==> config.mk <==
export PLATFORM = sky130hd
export DESIGN_NAME = draw_scheduler
export DESIGN_NICKNAME = d
export VERILOG_FILES = /design/src/rtl/draw_pkg.sv /design/src/rtl/frame_hold_timer.sv /design/src/rtl/draw_scheduler.sv
export SDC_FILE = /design/constraint.sdc
export NUM_CORES = 1
export LEC_CHECK = 0
export CORE_MARGIN = 2
export CORE_UTILIZATION = 37
export DETAILED_ROUTE_END_ITERATION = 12
export HOLD_SLACK_MARGIN = 0.03
export PLACE_DENSITY = 0.83
export SYNTH_ARGS = -nofsm -noshare
export SYNTH_HDL_FRONTEND = slang
export SYNTH_SLANG_ARGS = --single-unit
==> constraint.sdc <==
create_clock -name clk -period 1.55 [get_ports clk]
set_input_delay 0.31 -clock clk [delete_from_list [all_inputs] [get_ports clk]]
set_output_delay 0.31 -clock clk [all_outputs]
set_load 0.03 [all_outputs]
==> src/rtl/draw_pkg.sv <==
// Shared types for the line-animation scheduler: coordinates, screen size,
// scheduler FSM states and a packed line record.
package draw_pkg;

   typedef logic [10:0] coord_t;

   localparam int SCREEN_W    = 640;
   localparam int SCREEN_H    = 480;
   localparam int FRAME_CNT_W = 4;

   typedef enum logic [2:0] {
      IDLE,
      ERASE_GO,
      ERASE_WAIT,
      DRAW_GO,
      DRAW_WAIT,
      HOLD,
      STEP
   } sched_state_t;

   typedef struct packed {
      coord_t x0;
      coord_t y0;
      coord_t x1;
      coord_t y1;
   } line_t;

endpackage

==> src/rtl/frame_hold_timer.sv <==
// Counts frame_tick pulses while enabled. done fires combinationally on the
// tick that completes HOLD_FRAMES frames. The counter saturates at its maximum.
module frame_hold_timer
   import draw_pkg::*;
#(
   parameter int HOLD_FRAMES = 2
) (
   input  logic clk,
   input  logic reset,
   input  logic clear,
   input  logic enable,
   input  logic frame_tick,
   output logic done
);

   localparam logic [FRAME_CNT_W:0] HOLD_LIM = (FRAME_CNT_W + 1)'(HOLD_FRAMES);

   logic [FRAME_CNT_W-1:0] count;
   logic                   tick;

   assign tick = enable && frame_tick;

   // NOTE: sequential state is written with <= only, so every register in the
   // design samples pre-edge values and ordering between blocks cannot matter.
   always_ff @(posedge clk or posedge reset) begin
      if (reset) begin
         count <= '0;
      end else if (clear) begin
         count <= '0;
      end else if (tick && (count != '1)) begin
         count <= count + 1'b1;
      end
   end

   assign done = tick && (({1'b0, count} + 1'b1) >= HOLD_LIM);

endmodule

==> src/rtl/draw_scheduler.sv <==
// Sequences line_drawer: draw a line, hold it HOLD_FRAMES frames, step the
// animator, optionally erase the old line first (macro DRAW_SCHED_ERASE_EN).
module draw_scheduler
   import draw_pkg::*;
#(
   parameter int HOLD_FRAMES = 2
) (
   input  logic   clk,
   input  logic   reset,
   input  coord_t x0,
   input  coord_t y0,
   input  coord_t x1,
   input  coord_t y1,
   input  logic   frame_tick,
   input  logic   ld_done,
   output logic   ld_start,
   output coord_t ld_x0,
   output coord_t ld_y0,
   output coord_t ld_x1,
   output coord_t ld_y1,
   output logic   ld_color,
   output logic   anim_step,
   output logic   busy
);

   sched_state_t state;
   sched_state_t state_next;
   line_t        ld_line;
   logic         line_done;
   logic         hold_done;

`ifdef DRAW_SCHED_ERASE_EN
   line_t        cur;
   logic         have_prev;
`endif

   // ld_start is registered, so it is high in the first *_WAIT cycle; a done
   // pulse coinciding with it belongs to an earlier command and is ignored.
   assign line_done = ld_done && !ld_start;

   always_ff @(posedge clk or posedge reset) begin
      if (reset) begin
         state <= IDLE;
      end else begin
         state <= state_next;
      end
   end

   // NOTE: state_next gets a default before the case so no path leaves it
   // unassigned, which would otherwise infer a latch.
   always_comb begin
      state_next = state;
      unique case (state)
         IDLE:      state_next = DRAW_GO;
         DRAW_GO:   state_next = DRAW_WAIT;
         DRAW_WAIT: if (line_done) state_next = HOLD;
         HOLD:      if (hold_done) state_next = STEP;
`ifdef DRAW_SCHED_ERASE_EN
         STEP:       state_next = have_prev ? ERASE_GO : DRAW_GO;
         ERASE_GO:   state_next = ERASE_WAIT;
         ERASE_WAIT: if (line_done) state_next = DRAW_GO;
`else
         STEP:      state_next = DRAW_GO;
`endif
         default:   state_next = IDLE;
      endcase
   end

   always_ff @(posedge clk or posedge reset) begin
      if (reset) begin
         ld_start  <= 1'b0;
         ld_color  <= 1'b0;
         ld_line   <= '0;
`ifdef DRAW_SCHED_ERASE_EN
         cur       <= '0;
         have_prev <= 1'b0;
`endif
      end else begin
         ld_start <= 1'b0;
         unique case (state)
            DRAW_GO: begin
               ld_line   <= '{x0: x0, y0: y0, x1: x1, y1: y1};
               ld_color  <= 1'b1;
               ld_start  <= 1'b1;
`ifdef DRAW_SCHED_ERASE_EN
               cur       <= '{x0: x0, y0: y0, x1: x1, y1: y1};
               have_prev <= 1'b1;
`endif
            end
`ifdef DRAW_SCHED_ERASE_EN
            ERASE_GO: begin
               ld_line  <= cur;
               ld_color <= 1'b0;
               ld_start <= 1'b1;
            end
`endif
            default: ;
         endcase
      end
   end

   assign {ld_x0, ld_y0, ld_x1, ld_y1} = ld_line;

   assign anim_step = (state == STEP);
   assign busy      = (state != IDLE) && (state != HOLD);

   frame_hold_timer #(
      .HOLD_FRAMES (HOLD_FRAMES)
   ) u_hold_timer (
      .clk        (clk),
      .reset      (reset),
      .clear      ((state == DRAW_WAIT) && line_done),
      .enable     (state == HOLD),
      .frame_tick (frame_tick),
      .done       (hold_done)
   );

endmodule

==> impl_summary.md, run 1 <==
Routing
The length of the first detailed-routing pass in iterations is 4. The detailed-route vias per instance is approximately 4.6. The number of nets still failing antenna checks after routing is 0. For this block, the routed nets add up to approximately 5100 um of wire.

The residual DRC count is 0. After the first detailed-routing iteration, the DRC count stood at between 80 and 90. The via count is 1897.

Dividing the detail-routed wire length by the instance count gives around 12 um.

Placed design
The half-perimeter wire length after detailed placement is between 3000 and 4000 um. The placer's final routability congestion estimate is around 0.8. The number of placed instances, taps included, is 403.

Port buffering added 95 buffers.

Yosys
The mapped netlist covers 2120 sq um. The Yosys warning count is 0. The number of nets produced by synthesis is 286. Ranked by total cell area, the synthesized netlist is headed by dfrtp_1 (62%), nand2_1 (24%), buf_2 (1.4%). Of all cell types, the one taking the most synthesized area is dfrtp_1.

The count of mapped cells out of synthesis is 236. Counting flops and latches in the post-synthesis netlist gives 53. After synthesis, flip-flops and latches occupy 62.5% of the total area. Summed over its instances, the top area cell type makes up a little over three fifths of the synthesized netlist area. A synthesized cell averages 9.00 sq um. Synthesis instantiated 27 different standard cells from the library.

Worst hold path
The kind of path behind the tightest hold check is in2async.

Clocking
No sink is reached through more buffers than the 2 on the longest clock path. Clock latency on the worst-skew pair, taken at its later pin, is between 200 and 300 ps. The number of clock buffers added by TritonCTS is 5. CTS built an H-tree with a depth of 2. The root cell of the clock tree is clkbuf_8.

TritonCTS built the clock tree. CTS saw 53 sinks. After clock tree synthesis, the clock-pin slew on the worst setup and hold paths is 90 ps. The hold-fix buffer count after cts is 0.

Pwr
For this design the static power due to leakage is 0.00172 uW. VDD sags by at most 998 uV. The power density over the cells is 2100 nW/um^2.

Layout
The total area of multi-input combinational cells is 742 sq um. The post-route netlist has roughly 7.9% of its cells at a drive strength greater than 1. In the final design database the tool counted 391 nets. After filler insertion, the fill cell instance count of the layout stands at 520. Registers take 1330 sq um. The post-synthesis to final-layout area growth is 55.9%. The post-layout instance count excluding filler cells is around 410.

Once layout is complete, the utilization of the core stands at 59.8%. The number of antenna diodes in the final layout is 0.

Worst setup path
STA classifies the critical path endpoint as an output pin. The maximum fanout along the worst path is 3. The worst setup slack for register-to-register paths is roughly 100 ps.

The worst setup path is launched from a flip-flop. The data arrival time of the worst path is 1310 ps. STA puts the critical path data required time at 1240 ps. The critical path is of the reg2out type.

The depth of the worst register-to-register path is 7. The startpoint of the worst-slack reg-to-reg timing path is state[2]. The reg-to-reg endpoint is ld_x1[0].

STA
Based on the critical path, the design can be clocked at up to 617 MHz. Across the routed clock network, the largest skew measured is 7.09 ps. Subtracting the final worst setup slack from the clock period gives 1620 ps. Setup violations remaining at the end of the flow were counted as 1. The number of hold violations in the final report was 0. The final period utilization is 105%. The total count of max-transition violations in the final report is 0. The worst relative slew slack is 78.4%. Setup repair after global routing could not meet its margin everywhere. The setup total negative slack is -71.8 ps. In the post-route analysis, the smallest setup slack over all paths is -71.8 ps. For the pin with the worst max-slew slack, the measured transition is around 320 ps.

Floorplan
Once the floorplan was initialized, standard cells occupied a little under two fifths of the core. The number of rows created at floorplan is 27. The die area is 6360 sq um. From bottom edge to top edge, the die measures 79.8 um. In this run the count of I/O pins placed on the die edge is 96. In this run the horizontal extent of the chip is about 80 um. The core region is 5540 sq um.

Global routing
The total routing usage reported by global routing is 16.8%. The total overflow reported by the global router is 0. The maximum number of pins on one net before global-route repair is 54. The first-pass GRT wire length is 8400 um.

The number of antenna violations at the first check in global routing is 0. The via count of the first global-routing pass was 1891.

Flow run
The count of max-cap constraint violations is 0.

Status
The checks that failed: setup timing. The flow ran to the end, but the final reports show violations.
-- cell families (layout without fill, tap and decap cells) --
group,count (synthesis),count (layout),share of synthesized area [%]
AND/OR/NAND/NOR,157,157,30.2
flip-flops,53,53,62.5
buffers and inverters,14,120,2.83
AO/OA/AOI/OAI,9,9,2.95
adder cells (fa/ha/maj),2,2,1.18
XOR/XNOR,1,1,0.413
-- sequential cells by signal (all words and copies together) (netlist names) --
register,count
ld_y1,11
state,3
ld_y0,11
ld_x0,11
u_hold_timer.count,4
ld_start,1
ld_color,1
ld_x1,11
-- report_power, final --
group | switching, uW | internal, uW
combinational | 2320 | 1280
sequential | 376 | 2040
clock | 411 | 527
-- worst max-delay path, cell delays in order (launching register included) --
cell and delay (ps):
dfrtp_1 390, nor2b_1 130, or3_1 350, buf_6 150
-- cells in the final DEF, fill, tap and decap left out, types with 2 or more instances in the layout --
cell / count
clkdlybuf4s50_1: 47
buf_4: 10
ha_1: 2
nand2_2: 2
nand2_1: 134
buf_6: 2
clkbuf_8: 6
nand3b_1: 2
nand3_1: 2
o21ai_0: 2
or3_1: 2
nor2b_1: 3
buf_12: 2
nor2_1: 3
dlygate4sd2_1: 46
a21oi_1: 2
nor3_1: 2
inv_1: 3
nand2b_1: 2
dfrtp_1: 53
-- worst max path at each step --
stage,endpoint,cells past startpoint,slack (ps),startpoint
after CTS,busy,3,-100,state[0]
after detailed placement,busy,3,-230,state[2]
final,busy,3,-70,state[0]
after global routing,busy,3,-130,state[2]
after global placement,busy,3,-220,state[2]
after floorplan,busy,2,230,state[0]
-- metal layers --
layer,wire (um),vias to the layer above,GRT usage [%]
li1,-,938,-
met1,2170,892,19.6
met2,2580,63,29.9
met3,330,4,5.32
met4,38,0,4.24
met5,0,-,0
-- per-stage QoR --
step | worst slack [ps] | hold WS, ps | area (sq um) | total power, uW
2_1_floorplan | 226 | 371 | 2130 | 4680
3_3_place_gp | -223 | 448 | 3220 | 6310
3_5_place_dp | -227 | 454 | 3220 | 6430
4_1_cts | -102 | 435 | 3280 | 6990
5_1_grt | -132 | 459 | 3310 | 7470
6_report | -71.8 | 425 | 3310 | 6950
-- Yosys cell counts (all sizes together) --
library cell,number
inv,5
and4b,1
nor3b,1
nor2,3
xnor2,1
nand2b,2
a21oi,2
nand3b,2
a211o,1
nor2b,3
and2,1
ha,2
a211oi,2
a31oi,1
clkbuf,3
nand4,1
nand2,136
or3,2
o211ai,1
dfrtp,53
nand3,2
buf,6
o21ai,2
nor3,2
and4,1
-- final cells by class --
type	count	area share [%]
Clock inverter	1	0.907
Sequential cell	53	40.1
Inverter	5	0.756
Clock buffer	7	2.61
Tap cell	72	2.72
Timing Repair Buffer	107	30.5
Multi-Input combinational cell	169	22.4
-- repair_timing --
item	CTS	global route
buffers inserted	1	2
resized for setup	53	4
setup endpoints to repair	47	2
Note: power is estimated with default switching activity, not from simulation.
==> run 2: changes to the inputs <==
--- a/config.mk
+++ b/config.mk
@@ -10,6 +10,7 @@
 export DETAILED_ROUTE_END_ITERATION = 12
 export HOLD_SLACK_MARGIN = 0.03
 export PLACE_DENSITY = 0.83
+export SKIP_LAST_GASP = 1
 export SYNTH_ARGS = -nofsm -noshare
 export SYNTH_HDL_FRONTEND = slang
 export SYNTH_SLANG_ARGS = --single-unit
==> run 2 against run 1 <==
  * The flow still finishes with violations (setup timing)
  * Die area unchanged
  * Via count about the same
  * Fmax about the same
  * Register-to-register slack got worse by 20 ps
  * Hold slack about the same
  * Critical path type unchanged
  * Highest routed layer unchanged
==> impl_summary.md, run 2 (synthesized netlist as in run 1, its figures left out) <==
Status
The run finished, with violations left. The final reports fail on setup timing.

Placed design
The count of input and output buffers is 95 (unchanged). The placer's final routability congestion estimate is 0.787 (unchanged). The half-perimeter wire length after detailed placement came to 3720 um (unchanged).

The placed instance count came to 403 (unchanged). The worst-case setup slack after placement came to -227 ps (unchanged).

STA
The maximum clock rate is 617 MHz (about the same). The number of hold violations in the final report came to 0 (unchanged). Setup repair after global routing could not meet its margin everywhere. The setup total negative slack came to -71.2 ps (+0.628 ps). The post-route clock skew was 7.77 ps (+0.687 ps). The worst-case setup margin in the final layout is -71.2 ps (+0.628 ps). The final period utilization is 105% (about the same). The minimum period implied by the final worst setup slack was 1620 ps (-0.629 ps).

The worst hold margin came to 425 ps (+0.227 ps). The worst relative slew slack is 78.8% (+0.37 points). The slew at the pin with the worst max-slew slack is 319 ps (-5.60 ps). The count of endpoints failing setup in the final report was 1 (unchanged).

The total count of max-transition violations in the final report came to 0 (unchanged).

Clocking
The clock tree buffer depth is 2 (unchanged). The post-CTS clock slew at the launch and capture registers of the worst setup and hold paths is 90 ps (about the same). The clock latency on the worst-skew pair is 290 ps (about the same). The cell sitting at the root of the clock tree is a clkbuf_8. The total number of H-tree levels came to 2 (unchanged).

TritonCTS built the clock tree. The TritonCTS sink count is 53 (unchanged). The number of buffers added by the clock tree synthesis step is 5 (unchanged).

Routing
The number of design-rule violations left by the first detailed-router iteration is 83 (-2.4%). The via count came to 1898 (+0.053%). The number of nets still failing antenna checks after routing was 0 (unchanged). The routed length per placed instance came to 12.3 um (-0.21%). The length of the first detailed-routing pass in iterations is 4 (unchanged). The detailed-route vias per instance is 4.58 (about the same).

The routed wire length came to 5110 um (-0.21%). The residual DRC count is 0 (unchanged).

Worst setup path
The startpoint type of the worst setup path is a flip-flop. The worst register-to-register path ends at ld_x1[9]. The startpoint of the worst-slack reg-to-reg timing path is state[2].

The required time of the critical path was 1240 ps (about the same). The depth of the worst register-to-register path is 7 (unchanged). The worst setup slack for register-to-register paths came to 80 ps (-20 ps). Among cell families on the critical path, the largest total delay comes from simple AND/OR/NAND/NOR gates.

The number of buffers and inverters on the critical path is 1 (unchanged). The signal on the critical path passes through nor2b_1 > or3_1 > buf_6. The maximum fanout along the worst path is 3 (unchanged).

The maximum cell stage delay along the critical path is 390 ps (about the same). The data arrival time of the worst path is 1310 ps (about the same). STA classifies the critical path endpoint as an output pin. The path type of the worst setup path is reg2out. The largest individual stage delay along the critical path comes from the cell dfrtp_1.

Layout
The post-layout instance count excluding filler cells came to 414 (unchanged). The fraction of layout instances using a drive strength above 1 came to 7.31% (-0.58 points). The count of inserted antenna diode cells is 0 (unchanged). The leading cell type in the layout, fill and taps excluded is nand2_1. Compared with the post-synthesis result, the final layout area differs by 55.4%. Leaving out fill and tap cells, the most frequent cells in the layout are nand2_1 (136), dfrtp_1 (53), clkdlybuf4s50_1 (47). The number of nets in the final layout is 391 (unchanged).

Floorplan
The number of top-level pins is 96 (unchanged). The die area came to 6360 sq um (unchanged). The core footprint came to 5540 sq um (unchanged). The vertical die dimension is 79.8 um (unchanged). The die outline width is 79.8 um (unchanged). The number of rows created at floorplan is 27 (unchanged).

The initial core utilization is 38.3% (unchanged).

Pwr
The peak ir drop on the vdd network is 997 uV (about the same). The power density over the cells came to 2100 nW/um^2 (about the same). The leakage component of the power is 0.00172 uW (about the same).

Flow run
The count of max-cap constraint violations came to 0 (unchanged).

Global routing
The via count of the first global-routing pass is 1891 (unchanged). The number of antenna violations at the first check in global routing is 0 (unchanged). The total routing usage reported by global routing was 16.8% (unchanged). The total overflow reported by the global router is 0 (unchanged). The maximum number of pins on one net before global-route repair is 54 (unchanged). The first-pass GRT wire length came to 8400 um (unchanged).

Worst hold path
The kind of path behind the tightest hold check is in2async.
-- run 2: through the flow --
step | util [%] | power, uW | cell area (sq um)
floorplan | - | 4680 | 2130
global placement | 58.1 | 6310 | 3220
detailed placement | 58.1 | 6430 | 3220
CTS | 59.2 | 6970 | 3280
global route | 59.6 | 7440 | 3300
finish | 59.6 | 6930 | 3300
-- run 2: worst max-delay path by stage --
stage | depth (start not counted) | start | endpoint | slack [ps]
3_3_place_gp | 3 | state[2] | busy | -220
3_5_place_dp | 3 | state[2] | busy | -230
6_report | 3 | state[0] | busy | -70
5_1_grt | 3 | state[2] | busy | -130
2_1_floorplan | 2 | state[0] | busy | 230
4_1_cts | 3 | state[0] | busy | -110
-- run 2: what timing repair did --
action                                  in CTS  in global routing
gates resized for setup                     51                  3
endpoints found under the setup margin      47                  2
pin swaps                                    0                  0
hold buffers                                 0                  0
setup buffers                                1                  2
-- run 2: per-layer routing --
layer / GRT usage, % / up-vias / wire (um)
met5: 0 / - / 0
met4: 4.24 / 0 / 38
met3: 5.32 / 4 / 336
met2: 29.9 / 65 / 2620
met1: 19.6 / 892 / 2110
li1: - / 937 / -
-- run 2: power breakdown --
part           internal (uW)  total [uW]  leakage [uW]  switching [uW]
clock                    527         938     0.0000585             411
combinational           1260        3570       0.00101            2310
sequential              2040        2420      0.000652             375
total                   3830        6930       0.00172            3090
-- run 2: worst reg2reg max path, delay by kind of cell (launching register included) --
family        cells  cell delay [ps]
buf+inv           4              670
flops             1              400
simple gates      3              350
-- run 2: cell type report --
type	instances	area (sq um)
tap	72	90.1
timing repair buffer	107	1010
clock inverter	1	30.0
multi-input combinational	169	737
inverter	5	22.5
fill	523	2240
sequential	53	1330
clock buffer	7	86.3
